[src/rtl/sdram_arb_pkg.sv]
// Shared types for the SDRAM local-port arbiter: FSM states, read tag layout
// and the port-index width helper.
package sdram_arb_pkg;

  typedef enum logic [1:0] {
    ST_IDLE = 2'd0,
    ST_WR   = 2'd1,
    ST_RD   = 2'd2
  } arb_state_e;

  // Tag fields are sized for the largest supported configuration (8 ports,
  // sizes up to 8 bits); narrower FIFO entries are zero-extended into them.
  localparam int unsigned TAG_PORT_W_MAX = 3;
  localparam int unsigned TAG_SIZE_W_MAX = 8;

  typedef struct packed {
    logic [TAG_PORT_W_MAX-1:0] port;
    logic [TAG_SIZE_W_MAX-1:0] size;
  } tag_t;

  function automatic int unsigned port_w(input int unsigned num_ports);
    return (num_ports < 2) ? 1 : $clog2(num_ports);
  endfunction

endpackage

[src/rtl/sdram_arb_tag_fifo.sv]
// Read-tag FIFO: remembers {port, size} of each accepted read so returned
// beats can be steered back to their owner.
module sdram_arb_tag_fifo
  import sdram_arb_pkg::*;
#(
  parameter int unsigned WIDTH = 5,
  parameter int unsigned DEPTH = 16,
  localparam int unsigned AW    = (DEPTH < 2) ? 1 : $clog2(DEPTH),
  localparam int unsigned CNT_W = $clog2(DEPTH) + 1
) (
  input  logic             clk,
  input  logic             reset_n,
  input  logic             push_i,
  input  logic [WIDTH-1:0] wdata_i,
  input  logic             pop_i,
  output logic [WIDTH-1:0] rdata_o,
  output logic [CNT_W-1:0] count_o,
  output logic             full_o,
  output logic             empty_o
);

  logic [WIDTH-1:0] mem_q [DEPTH];
  logic [AW-1:0]    wr_ptr_q, wr_ptr_d;
  logic [AW-1:0]    rd_ptr_q, rd_ptr_d;
  logic [CNT_W-1:0] count_q, count_d;
  logic             do_push, do_pop;

  assign full_o  = (count_q == CNT_W'(DEPTH));
  assign empty_o = (count_q == '0);
  assign count_o = count_q;
  assign rdata_o = mem_q[rd_ptr_q];

  assign do_push = push_i && !full_o;
  assign do_pop  = pop_i && !empty_o;

  always_comb begin
    wr_ptr_d = wr_ptr_q;
    rd_ptr_d = rd_ptr_q;
    count_d  = count_q;
    if (do_push) wr_ptr_d = wr_ptr_q + AW'(1);
    if (do_pop)  rd_ptr_d = rd_ptr_q + AW'(1);
    unique case ({do_push, do_pop})
      2'b10:   count_d = count_q + CNT_W'(1);
      2'b01:   count_d = count_q - CNT_W'(1);
      default: count_d = count_q;
    endcase
  end

  always_ff @(posedge clk) begin
    if (do_push) mem_q[wr_ptr_q] <= wdata_i;
  end

  always_ff @(posedge clk or negedge reset_n) begin
    if (!reset_n) begin
      wr_ptr_q <= '0;
      rd_ptr_q <= '0;
      count_q  <= '0;
    end else begin
      wr_ptr_q <= wr_ptr_d;
      rd_ptr_q <= rd_ptr_d;
      count_q  <= count_d;
    end
  end

endmodule

[src/rtl/sdram_local_port_arbiter.sv]
// N-port arbiter in front of the DDR SDRAM controller local port: grants one
// read or write burst at a time and routes returned read beats by tag.
module sdram_local_port_arbiter
  import sdram_arb_pkg::*;
#(
  parameter int unsigned NUM_PORTS     = 4,
  parameter int unsigned ADDR_W        = 24,
  parameter int unsigned DATA_W        = 64,
  parameter int unsigned SIZE_W        = 3,
  parameter int unsigned TAG_DEPTH     = 16,
  parameter int unsigned PRIORITY_MODE = 0,
  localparam int unsigned BE_W   = DATA_W / 8,
  localparam int unsigned PORT_W = port_w(NUM_PORTS)
) (
  input  logic                          clk,
  input  logic                          reset_n,
  input  logic [NUM_PORTS*ADDR_W-1:0]   port_address,
  input  logic [NUM_PORTS-1:0]          port_read_req,
  input  logic [NUM_PORTS-1:0]          port_write_req,
  input  logic [NUM_PORTS*SIZE_W-1:0]   port_size,
  input  logic [NUM_PORTS-1:0]          port_burstbegin,
  input  logic [NUM_PORTS*BE_W-1:0]     port_be,
  input  logic [NUM_PORTS*DATA_W-1:0]   port_wdata,
  output logic [NUM_PORTS-1:0]          port_ready,
  output logic [DATA_W-1:0]             port_rdata,
  output logic [NUM_PORTS-1:0]          port_rdata_valid,
  output logic [ADDR_W-1:0]             local_address,
  output logic [SIZE_W-1:0]             local_size,
  output logic [BE_W-1:0]               local_be,
  output logic [DATA_W-1:0]             local_wdata,
  output logic                          local_read_req,
  output logic                          local_write_req,
  output logic                          local_burstbegin,
  input  logic                          local_ready,
  input  logic [DATA_W-1:0]             local_rdata,
  input  logic                          local_rdata_valid,
  input  logic                          local_init_done,
  output logic [PORT_W-1:0]             grant_port,
  output logic                          busy,
  output logic                          rd_orphan_err
);

  localparam int unsigned CNT_W = $clog2(TAG_DEPTH) + 1;
  localparam int unsigned TAG_W = PORT_W + SIZE_W;

  arb_state_e        state_q, state_d;
  logic [PORT_W-1:0] grant_q, grant_d;
  logic [PORT_W-1:0] last_grant_q, last_grant_d;
  logic [SIZE_W-1:0] beat_cnt_q, beat_cnt_d;
  logic [SIZE_W-1:0] rcnt_q, rcnt_d;
  logic              orphan_q, orphan_d;

  logic [ADDR_W-1:0] addr_a  [NUM_PORTS];
  logic [SIZE_W-1:0] size_a  [NUM_PORTS];
  logic [BE_W-1:0]   be_a    [NUM_PORTS];
  logic [DATA_W-1:0] wdata_a [NUM_PORTS];
  logic [SIZE_W-1:0] g_size;

  logic [NUM_PORTS-1:0] eligible;
  logic                 tag_room;
  logic                 win_found;
  logic [PORT_W-1:0]    winner;
  logic [PORT_W-1:0]    rr_idx;

  logic             tag_push, tag_pop, tag_full, tag_empty;
  logic [TAG_W-1:0] tag_wdata, tag_rdata;
  logic [CNT_W-1:0] tag_count;
  tag_t             head;
  logic             rd_hit, rd_last;

  // The arbiter generates burstbegin itself; masters' copies are not used.
  logic unused_burstbegin;
  assign unused_burstbegin = ^port_burstbegin;

  function automatic logic [SIZE_W-1:0] size_or_one(input logic [SIZE_W-1:0] s);
    return (s == '0) ? SIZE_W'(1) : s;
  endfunction

  always_comb begin
    for (int unsigned i = 0; i < NUM_PORTS; i++) begin
      addr_a[i]  = port_address[i*ADDR_W +: ADDR_W];
      size_a[i]  = port_size[i*SIZE_W +: SIZE_W];
      be_a[i]    = port_be[i*BE_W +: BE_W];
      wdata_a[i] = port_wdata[i*DATA_W +: DATA_W];
    end
  end

  assign g_size = size_or_one(size_a[grant_q]);

  assign tag_room = (tag_count < CNT_W'(TAG_DEPTH));

  always_comb begin
    eligible  = port_write_req | (port_read_req & {NUM_PORTS{tag_room}});
    win_found = 1'b0;
    winner    = '0;
    rr_idx    = '0;
    for (int unsigned k = 0; k < NUM_PORTS; k++) begin
      if (PRIORITY_MODE != 0) rr_idx = PORT_W'(k);
      else rr_idx = PORT_W'((32'(last_grant_q) + 32'd1 + k) % NUM_PORTS);
      if (!win_found && eligible[rr_idx]) begin
        win_found = 1'b1;
        winner    = rr_idx;
      end
    end
  end

  always_comb begin
    state_d          = state_q;
    grant_d          = grant_q;
    last_grant_d     = last_grant_q;
    beat_cnt_d       = beat_cnt_q;
    local_address    = '0;
    local_size       = '0;
    local_be         = '0;
    local_wdata      = '0;
    local_read_req   = 1'b0;
    local_write_req  = 1'b0;
    local_burstbegin = 1'b0;
    port_ready       = '0;
    tag_push         = 1'b0;
    unique case (state_q)
      ST_IDLE: begin
        if (local_init_done && win_found) begin
          grant_d      = winner;
          last_grant_d = winner;
          beat_cnt_d   = '0;
          state_d      = port_write_req[winner] ? ST_WR : ST_RD;
        end
      end
      ST_WR: begin
        local_address    = addr_a[grant_q];
        local_size       = g_size;
        local_be         = be_a[grant_q];
        local_wdata      = wdata_a[grant_q];
        local_write_req  = port_write_req[grant_q];
        local_burstbegin = local_write_req && (beat_cnt_q == '0);
        if (local_ready && local_write_req) begin
          port_ready[grant_q] = 1'b1;
          if (beat_cnt_q == g_size - SIZE_W'(1)) begin
            beat_cnt_d = '0;
            state_d    = ST_IDLE;
          end else begin
            beat_cnt_d = beat_cnt_q + SIZE_W'(1);
          end
        end
      end
      ST_RD: begin
        local_address    = addr_a[grant_q];
        local_size       = g_size;
        local_read_req   = 1'b1;
        local_burstbegin = 1'b1;
        if (local_ready) begin
          port_ready[grant_q] = 1'b1;
          tag_push            = !tag_full;
          state_d             = ST_IDLE;
        end
      end
      default: state_d = ST_IDLE;
    endcase
  end

  assign tag_wdata = {grant_q, g_size};

  sdram_arb_tag_fifo #(
    .WIDTH (TAG_W),
    .DEPTH (TAG_DEPTH)
  ) u_tag_fifo (
    .clk     (clk),
    .reset_n (reset_n),
    .push_i  (tag_push),
    .wdata_i (tag_wdata),
    .pop_i   (tag_pop),
    .rdata_o (tag_rdata),
    .count_o (tag_count),
    .full_o  (tag_full),
    .empty_o (tag_empty)
  );

  always_comb begin
    head                   = '0;
    head.port[PORT_W-1:0]  = tag_rdata[SIZE_W +: PORT_W];
    head.size[SIZE_W-1:0]  = tag_rdata[0 +: SIZE_W];
  end

  assign rd_hit  = local_rdata_valid && !tag_empty;
  assign rd_last = rd_hit && (head.size == TAG_SIZE_W_MAX'(rcnt_q) + TAG_SIZE_W_MAX'(1));
  assign tag_pop = rd_last;

  always_comb begin
    rcnt_d           = rcnt_q;
    orphan_d         = orphan_q | (local_rdata_valid && tag_empty);
    port_rdata       = rd_hit ? local_rdata : '0;
    port_rdata_valid = '0;
    if (rd_last)     rcnt_d = '0;
    else if (rd_hit) rcnt_d = rcnt_q + SIZE_W'(1);
    for (int unsigned i = 0; i < NUM_PORTS; i++) begin
      if (rd_hit && (head.port == TAG_PORT_W_MAX'(i))) port_rdata_valid[i] = 1'b1;
    end
  end

  assign grant_port    = grant_q;
  assign busy          = (state_q != ST_IDLE);
  assign rd_orphan_err = orphan_q;

  always_ff @(posedge clk or negedge reset_n) begin
    if (!reset_n) begin
      state_q      <= ST_IDLE;
      grant_q      <= '0;
      last_grant_q <= PORT_W'(NUM_PORTS - 1);
      beat_cnt_q   <= '0;
      rcnt_q       <= '0;
      orphan_q     <= 1'b0;
    end else begin
      state_q      <= state_d;
      grant_q      <= grant_d;
      last_grant_q <= last_grant_d;
      beat_cnt_q   <= beat_cnt_d;
      rcnt_q       <= rcnt_d;
      orphan_q     <= orphan_d;
    end
  end

endmodule

[config.mk]
export PLATFORM = sky130hd
export DESIGN_NAME = sdram_local_port_arbiter
export DESIGN_NICKNAME = d
export VERILOG_FILES = /design/src/rtl/sdram_arb_pkg.sv /design/src/rtl/sdram_arb_tag_fifo.sv /design/src/rtl/sdram_local_port_arbiter.sv
export SDC_FILE = /design/constraint.sdc
export NUM_CORES = 1
export LEC_CHECK = 0
export ABC_AREA = 0
export BUFFER_PORTS_ARGS = -buffer_cell sky130_fd_sc_hd__buf_4
export CAP_MARGIN = 20
export CORE_AREA = 5 5 254 256
export DETAILED_ROUTE_END_ITERATION = 6
export DIE_AREA = 0 0 259 261
export GPL_TIMING_DRIVEN = 0
export HOLD_SLACK_MARGIN = 0.1
export PLACE_DENSITY = 0.34
export RECOVER_POWER = 25
export SLEW_MARGIN = 20
export SYNTH_ARGS = -nofsm -noshare
export SYNTH_HDL_FRONTEND = slang
export SYNTH_SLANG_ARGS = --single-unit
[constraint.sdc]
create_clock -name clk -period 6.65 [get_ports clk]
set_clock_uncertainty 0.2 [all_clocks]
set_input_delay 0 -clock clk [delete_from_list [all_inputs] [get_ports clk]]
set_output_delay 0 -clock clk [all_outputs]
set_load 0.02 [all_outputs]
Word level (Yosys, flattened, before mapping)
Memory sizes are Yosys's and may differ from the RTL's.
Cells that the tools add are included.

storage, ports and cells
  bits in registers = 26
  bits in writable memories = 80
  input port bits = 477
  logic and storage cells = 150
  memories = 1

memory list
  name              depth  bits a word  read ports  clocked after Yosys merged registers in  write ports  RTL line                  source
  u_tag_fifo.mem_q  16     5            1           0                                        1            sdram_arb_tag_fifo.sv:22  logic [WIDTH-1:0] mem_q [DEPTH];

cells by class
  add/sub/neg operators = 12
  $lt $le $gt $ge = 9
  equal/unequal tests = 14
  muxes and demuxes = 67
  bitwise gates (word level) = 4
  reductions and logical operators = 34

operators with widths
  kind                                                                   number
  64-bit 2-to-1 mux                                                      4
  64-bit binary-select mux with 2-bit select                             1
  24-bit 2-to-1 mux                                                      3
  24-bit binary-select mux with 2-bit select                             1
  3-bit 2-to-1 mux                                                       9
  8-bit 2-to-1 mux                                                       3
  1-bit 2-to-1 mux                                                       21
  2-bit by 3-bit < comparator with 1-bit output, second input constant   6
  2-bit 2-to-1 mux                                                       9
  8-bit binary-select mux with 2-bit select                              1
  1-bit logical AND                                                      16
  1-bit binary-select mux with 2-bit select                              6
  5-bit case mux with 2 select lines                                     1
  3-bit logical NOT                                                      3
  4-bit by 1-bit adder with 4-bit output, second input constant          2
  2-bit equality test, second input constant                             4
  4-bit 2-to-1 mux                                                       2
  2-bit inequality test, second input constant                           4
  4-bit case mux with 2 select lines                                     1
  2-bit nonzero test                                                     4
  3-bit by 1-bit adder with 3-bit output, second input constant          2
  3-bit binary-select mux with 2-bit select                              1
  2-bit by 1-bit equality test with 1-bit output, second input constant  3
  2-bit case mux with 3 select lines                                     1
  other kinds (26)                                                       32

Longest topological paths before layout
  word-level depth = 20
  gate-level depth with buffers = 16

Cells and area by module
Synthesis repeated with hierarchy kept, for this count alone.

unflattened totals
  cell total of the unflattened synthesis = 691
  area total of the unflattened synthesis = 8550.7 µm²

modules (own cells, without submodules)
  module                    times used  cells an instance  area an instance (µm²)  seq. area each (µm²)
  sdram_local_port_arbiter  1           447                4601.9                  327.8
  sdram_arb_tag_fifo        1           244                3948.8                  2727.6

Least setup slack after synthesis
No wires, ideal clock.

  path kind = register to register
  start point = register grant_q[0], in the netlist grant_port[0]
  end point = register state_q[0]
  library setup time = 122 ps
  arrival time = 3560 ps
  required time = 6328 ps
  path slack = 2769 ps
  stages on the path, launching flop included = 12
  path buffers = 1
  path through = dfrtp_1 buf_2 mux4_2 o21bai_1 inv_1 ha_1 xor2_1 nor3_1 mux2_2 o211ai_1 nor2_1 a32o_1

on the way
  cells in the longest elaborated chain, start to end = 10

RTL lines
  element                                                   RTL line                         source
  from (decl)                                               sdram_local_port_arbiter.sv:47   logic [PORT_W-1:0] grant_q, grant_d;
  from (signal assigned)                                    sdram_local_port_arbiter.sv:215  grant_q <= grant_d;
  2-bit inverter with 3-bit output (implied by the code) *  sdram_local_port_arbiter.sv:88   assign g_size = size_or_one(size_a[grant_q]);
  3-bit binary-select mux with 2-bit select *               sdram_local_port_arbiter.sv:88
  3-bit 2-to-1 mux (implied by the code) * (2 in a row)     sdram_local_port_arbiter.sv:88
  3-bit logical NOT                                         sdram_local_port_arbiter.sv:76   return (s == '0) ? SIZE_W'(1) : s;
  3-bit 2-to-1 mux *                                        sdram_local_port_arbiter.sv:76
  net g_size[2]                                             sdram_local_port_arbiter.sv:57   logic [SIZE_W-1:0] g_size;
  3-bit by 1-bit subtractor with 3-bit output *             sdram_local_port_arbiter.sv:139  if (beat_cnt_q == g_size - SIZE_W'(1)) begin
  3-bit equality test *                                     sdram_local_port_arbiter.sv:139
  2-bit inequality test (no source line) *                  --
  4-bit AND reduction (no source line) *                    --
  to (signal assigned)                                      sdram_local_port_arbiter.sv:214  state_q <= state_d;
  to (decl)                                                 sdram_local_port_arbiter.sv:46   arb_state_e state_q, state_d;

Mark *: on every way through the listed nets, which the timed path passes. The rest lies on a longest branch. The select of a mux whose other input is x is not followed.
A chain may end at the register's enable or synchronous reset.

Worst setup path in the final report
Same ends and word-level chain as after synthesis.

==> qor.tcl <==
set qor(run_status) {finished with violations}
set qor(violations_in_the_final_reports) {capacitance limit, slew limit}
set qor(post-route-min-period_ns) 4.77
set qor(clock_tree_sinks) 106
set qor(syn2layout_area_growth_pct) 73.9
set qor(fp.dieW_um) 259
set qor(crit_path_end_kind) {register}
set qor(cts-htree-levels) 3
set qor(hold_wc_path_type) {primary input to output port}
set qor(p_total_mw) 5.38
set qor(synth_enable_flop_cells) 80
set qor(portBuffers) 650
set qor(initial_core_util_pct) 13.8
set qor(globalplace.congestion) 0.858
set qor(timing.critical_path.buf_inv) 3
set qor(grt_antenna_before_repair) 20
set qor(drt.antenna.violating_nets) 0
set qor(drt_iter0_drc) 471
set qor(max_rail_drop_vdd_mv) 0.138
set qor(timing.fmax_mhz) 210
set qor(wl_um) 59900
set qor(r2r_start) {grant_port[0]$_DFFE_PN0P_}
set qor(post-synth-top-count-cell) {sky130_fd_sc_hd__and2_1}
set qor(min_from) {local_rdata[60]}
set qor(clock_power_share_pct) 10.7
set qor(postSynthAreaPerCell_sq_um) 12.7
set qor(floorplan.die.height_um) 261
set qor(worst_setup_hold_path_clk_slew_ns) 0.08
set qor(drt_drc_violations_left) 0
set qor(critical_path.top_delay_family) {buffers and inverters}
set qor(timing_worst_setup_path_type) {register to register}
set qor(grt_remaining_overflow) 0
set qor(grt_start_max_net_pins) 25
set qor(global_route.usage.total_pct) 16.6
set qor(post_route_cells_drive_above_1_share_pct) 59.4
set qor(clkLatencyLatePin_ns) 0.36
set qor(slew_viol_final) 25
set qor(cts-buffers-inserted) 9
set qor(root_buffer) {sky130_fd_sc_hd__clkbuf_16}
set qor(synth_top_area_share_pct) 30.4
set qor(clockBufferDepth) 2
set qor(post_cts.repair.setup_buffers) 0
set qor(via_per_inst) 4.03
set qor(wire_length_of_the_first_global_routing_pass_um) 78300
set qor(fin_crit_sh_pct) 71.7
set qor(first_global_vias) 9504
set qor(synth-async-reset-ratio_pct) 24.5
set qor(vias) 8872
set qor(power.density_nw_per_um2) 359
set qor(finalSetupViolCount) 0
set qor(postSynthNetCount) 1170
set qor(slew-limit-headroom_pct) -0.564
set qor(critical_path.max_fanout) 21
set qor(synth_seq_area_share_pct) 35.5
set qor(power.internal_mw) 2.89
set qor(power.switching_fraction_pct) 46.3
set qor(placementRows) 92
set qor(detail_route.first_pass.iterations) 5
set qor(worstSetupStartpointType) {register}
set qor(p_leak_nw) 6.50
set qor(timing.critical_path.arrival_ns) 4.81
set qor(endpoint_required_time_on_the_critical_path_ns) 6.70
set qor(yosys_most_used_dff) {sky130_fd_sc_hd__edfxtp_1}
set qor(timing.reg2reg.setup_slack_ns) 1.88
set qor(synth_warnings) 0
set qor(pwr-share-comb_pct) 70.9
set qor(ioPinCount) 655
set qor(syn_area_sq_um) 8600
set qor(cts_resized) 0
set qor(fin_setup_tns_ns) 0
set qor(power.switching_mw) 2.49
set qor(dpl_cell_area_sq_um) 14600
set qor(synth.distinct_cells) 61
set qor(maxCapViolCount) 1
set qor(netlist_top_cells_count) {182 x sky130_fd_sc_hd__and2_1, 116 x sky130_fd_sc_hd__mux4_2, 80 x sky130_fd_sc_hd__edfxtp_1, 31 x sky130_fd_sc_hd__clkbuf_1, 25 x sky130_fd_sc_hd__inv_1}
set qor(post-dp-hpwl_um) 52800
set qor(synth_top_cell_by_area) {sky130_fd_sc_hd__mux4_2}
set qor(detail_route.wl_per_cell_um) 27.2
set qor(ctsHoldBuffers) 8
set qor(cpMaxStageDelayCell) {sky130_fd_sc_hd__mux4_2}
set qor(final_design_area_no_fill_sq_um) 15000
set qor(synth_area_leaders) {sky130_fd_sc_hd__mux4_2 30%, sky130_fd_sc_hd__edfxtp_1 28%, sky130_fd_sc_hd__and2_1 13%}
set qor(flip_flop_and_latch_count_after_synthesis) 106
set qor(placeableCoreArea_sq_um) 62300
set qor(tritoncts_clock_tree) {built}
set qor(syn_inst) 676
set qor(crit_start) {grant_port[0]$_DFFE_PN0P_}
set qor(power.sequential.fraction_pct) 18.4
set qor(layout.nets) 1840
set qor(hold_viol) 0
set qor(nFillCells) 6723
set qor(fp.dieArea_sq_um) 67600
set qor(cpPeakStageDelay_ns) 0.82
set qor(max_slew.worst_pin.slew_ns) 1.51
set qor(cp_cell_sequence) {clkbuf_1 > mux4_2 > o21bai_2 > inv_1 > ha_1 > xor2_1 > nor3_1 > mux2_2 > o211ai_1 > nor2_1 > a32o_1 > dlygate4sd3_1}
set qor(grt_setup_unrepaired) {no}
## kinds of logic (layout without fill, tap and decap cells)
kind of cell,Yosys count,count (layout),synth area share (%)
mux,133,133,33.4
fa+ha+maj,17,17,2.56
simple gates,266,266,18.4
buf+inv,79,754,3.65
other cells,0,7,0
flops,106,106,35.5
xor+xnor,16,16,1.72
compound gates,59,59,4.74
## per-layer routing
layer | vias to the layer above | part of all wire, % | track usage (%)
li1 | 3935 | - | -
met1 | 4433 | 38 | 19.6
met2 | 459 | 51 | 29.9
met3 | 35 | 9.2 | 5.81
met4 | 10 | 1.2 | 2.41
met5 | - | 0.13 | 0
## power by group through the flow
stage          combinational, mW  sequential, mW  clock (mW)
2_1_floorplan               2.27           0.981           0
3_3_place_gp                3.88            1.01           0
3_5_place_dp                3.88            1.01           0
4_1_cts                     3.91           0.994       0.595
5_1_grt                     4.11            1.01       0.622
6_report                    3.81           0.989       0.575
## path summary, 6_finish.rpt
kind / end / cells after the start
setup / recovery: state_q[0]$_DFFE_PN0P_ / 12
hold / removal: port_rdata[60] / 3
setup reg to reg: state_q[0]$_DFFE_PN0P_ / 12
hold reg to reg: rd_orphan_err$_DFF_PN0_ / 1
max in group asynchronous: grant_port[0]$_DFFE_PN0P_ / 4
min in group asynchronous: last_grant_q[0]$_DFFE_PN1P_ / 3
## registers in the layout, indices dropped and copies added (netlist names), 3 cells and up
signal / flops
rcnt_q: 3
beat_cnt_q: 3
u_tag_fifo.rd_ptr_q: 4
u_tag_fifo.mem_q: 80
u_tag_fifo.wr_ptr_q: 4
u_tag_fifo.count_o: 5
## layout by cell type, fill, tap and decap left out, drive strengths merged, types with 14 or more instances in the layout
cell type / Yosys / routed
buf: 22 / 664
and2: 182 / 182
mux4: 121 / 121
edfxtp: 80 / 80
clkbuf: 31 / 50
inv: 26 / 29
dfrtp: 24 / 24
nand2: 23 / 23
nor2: 16 / 16
ha: 16 / 16
o21ai: 14 / 14
## stage by stage
stage	util [%]	worst slack, ns	instances	hold slack [ns]
finish	24.0	1.88	2204	0.103
global route	24.0	1.44	2199	0.116
CTS	24.0	2.00	2197	0.104
detailed placement	23.4	2.36	2173	-0.252
global placement	23.3	1.44	2172	-0.257
floorplan	-	2.77	676	-0.496
## layout make-up
type	count	area, sq um	area share, %
tap	846	1060	7.08
clock buffer	9	225	1.51
buffer	53	220	1.47
clock inverter	7	103	0.686
timing repair buffer	659	4940	33.0
antenna	7	17.5	0.117
sequential	106	3060	20.4
inverter	26	97.6	0.653
multi-input combinational	491	5240	35.0
## worst register-to-register path, cell delays in order, from the launching register on
cell and delay (ns):
sky130_fd_sc_hd__dfrtp_1 0.69, sky130_fd_sc_hd__clkbuf_1 0.59, sky130_fd_sc_hd__mux4_2 0.83, sky130_fd_sc_hd__o21bai_2 0.25, sky130_fd_sc_hd__inv_1 0.07, sky130_fd_sc_hd__ha_1 0.18, sky130_fd_sc_hd__xor2_1 0.24, sky130_fd_sc_hd__nor3_1 0.07
sky130_fd_sc_hd__mux2_2 0.29, sky130_fd_sc_hd__o211ai_1 0.39, sky130_fd_sc_hd__nor2_1 0.07, sky130_fd_sc_hd__a32o_1 0.26, sky130_fd_sc_hd__dlygate4sd3_1 0.54
No activity file was read; power rests on OpenSTA's default activity.
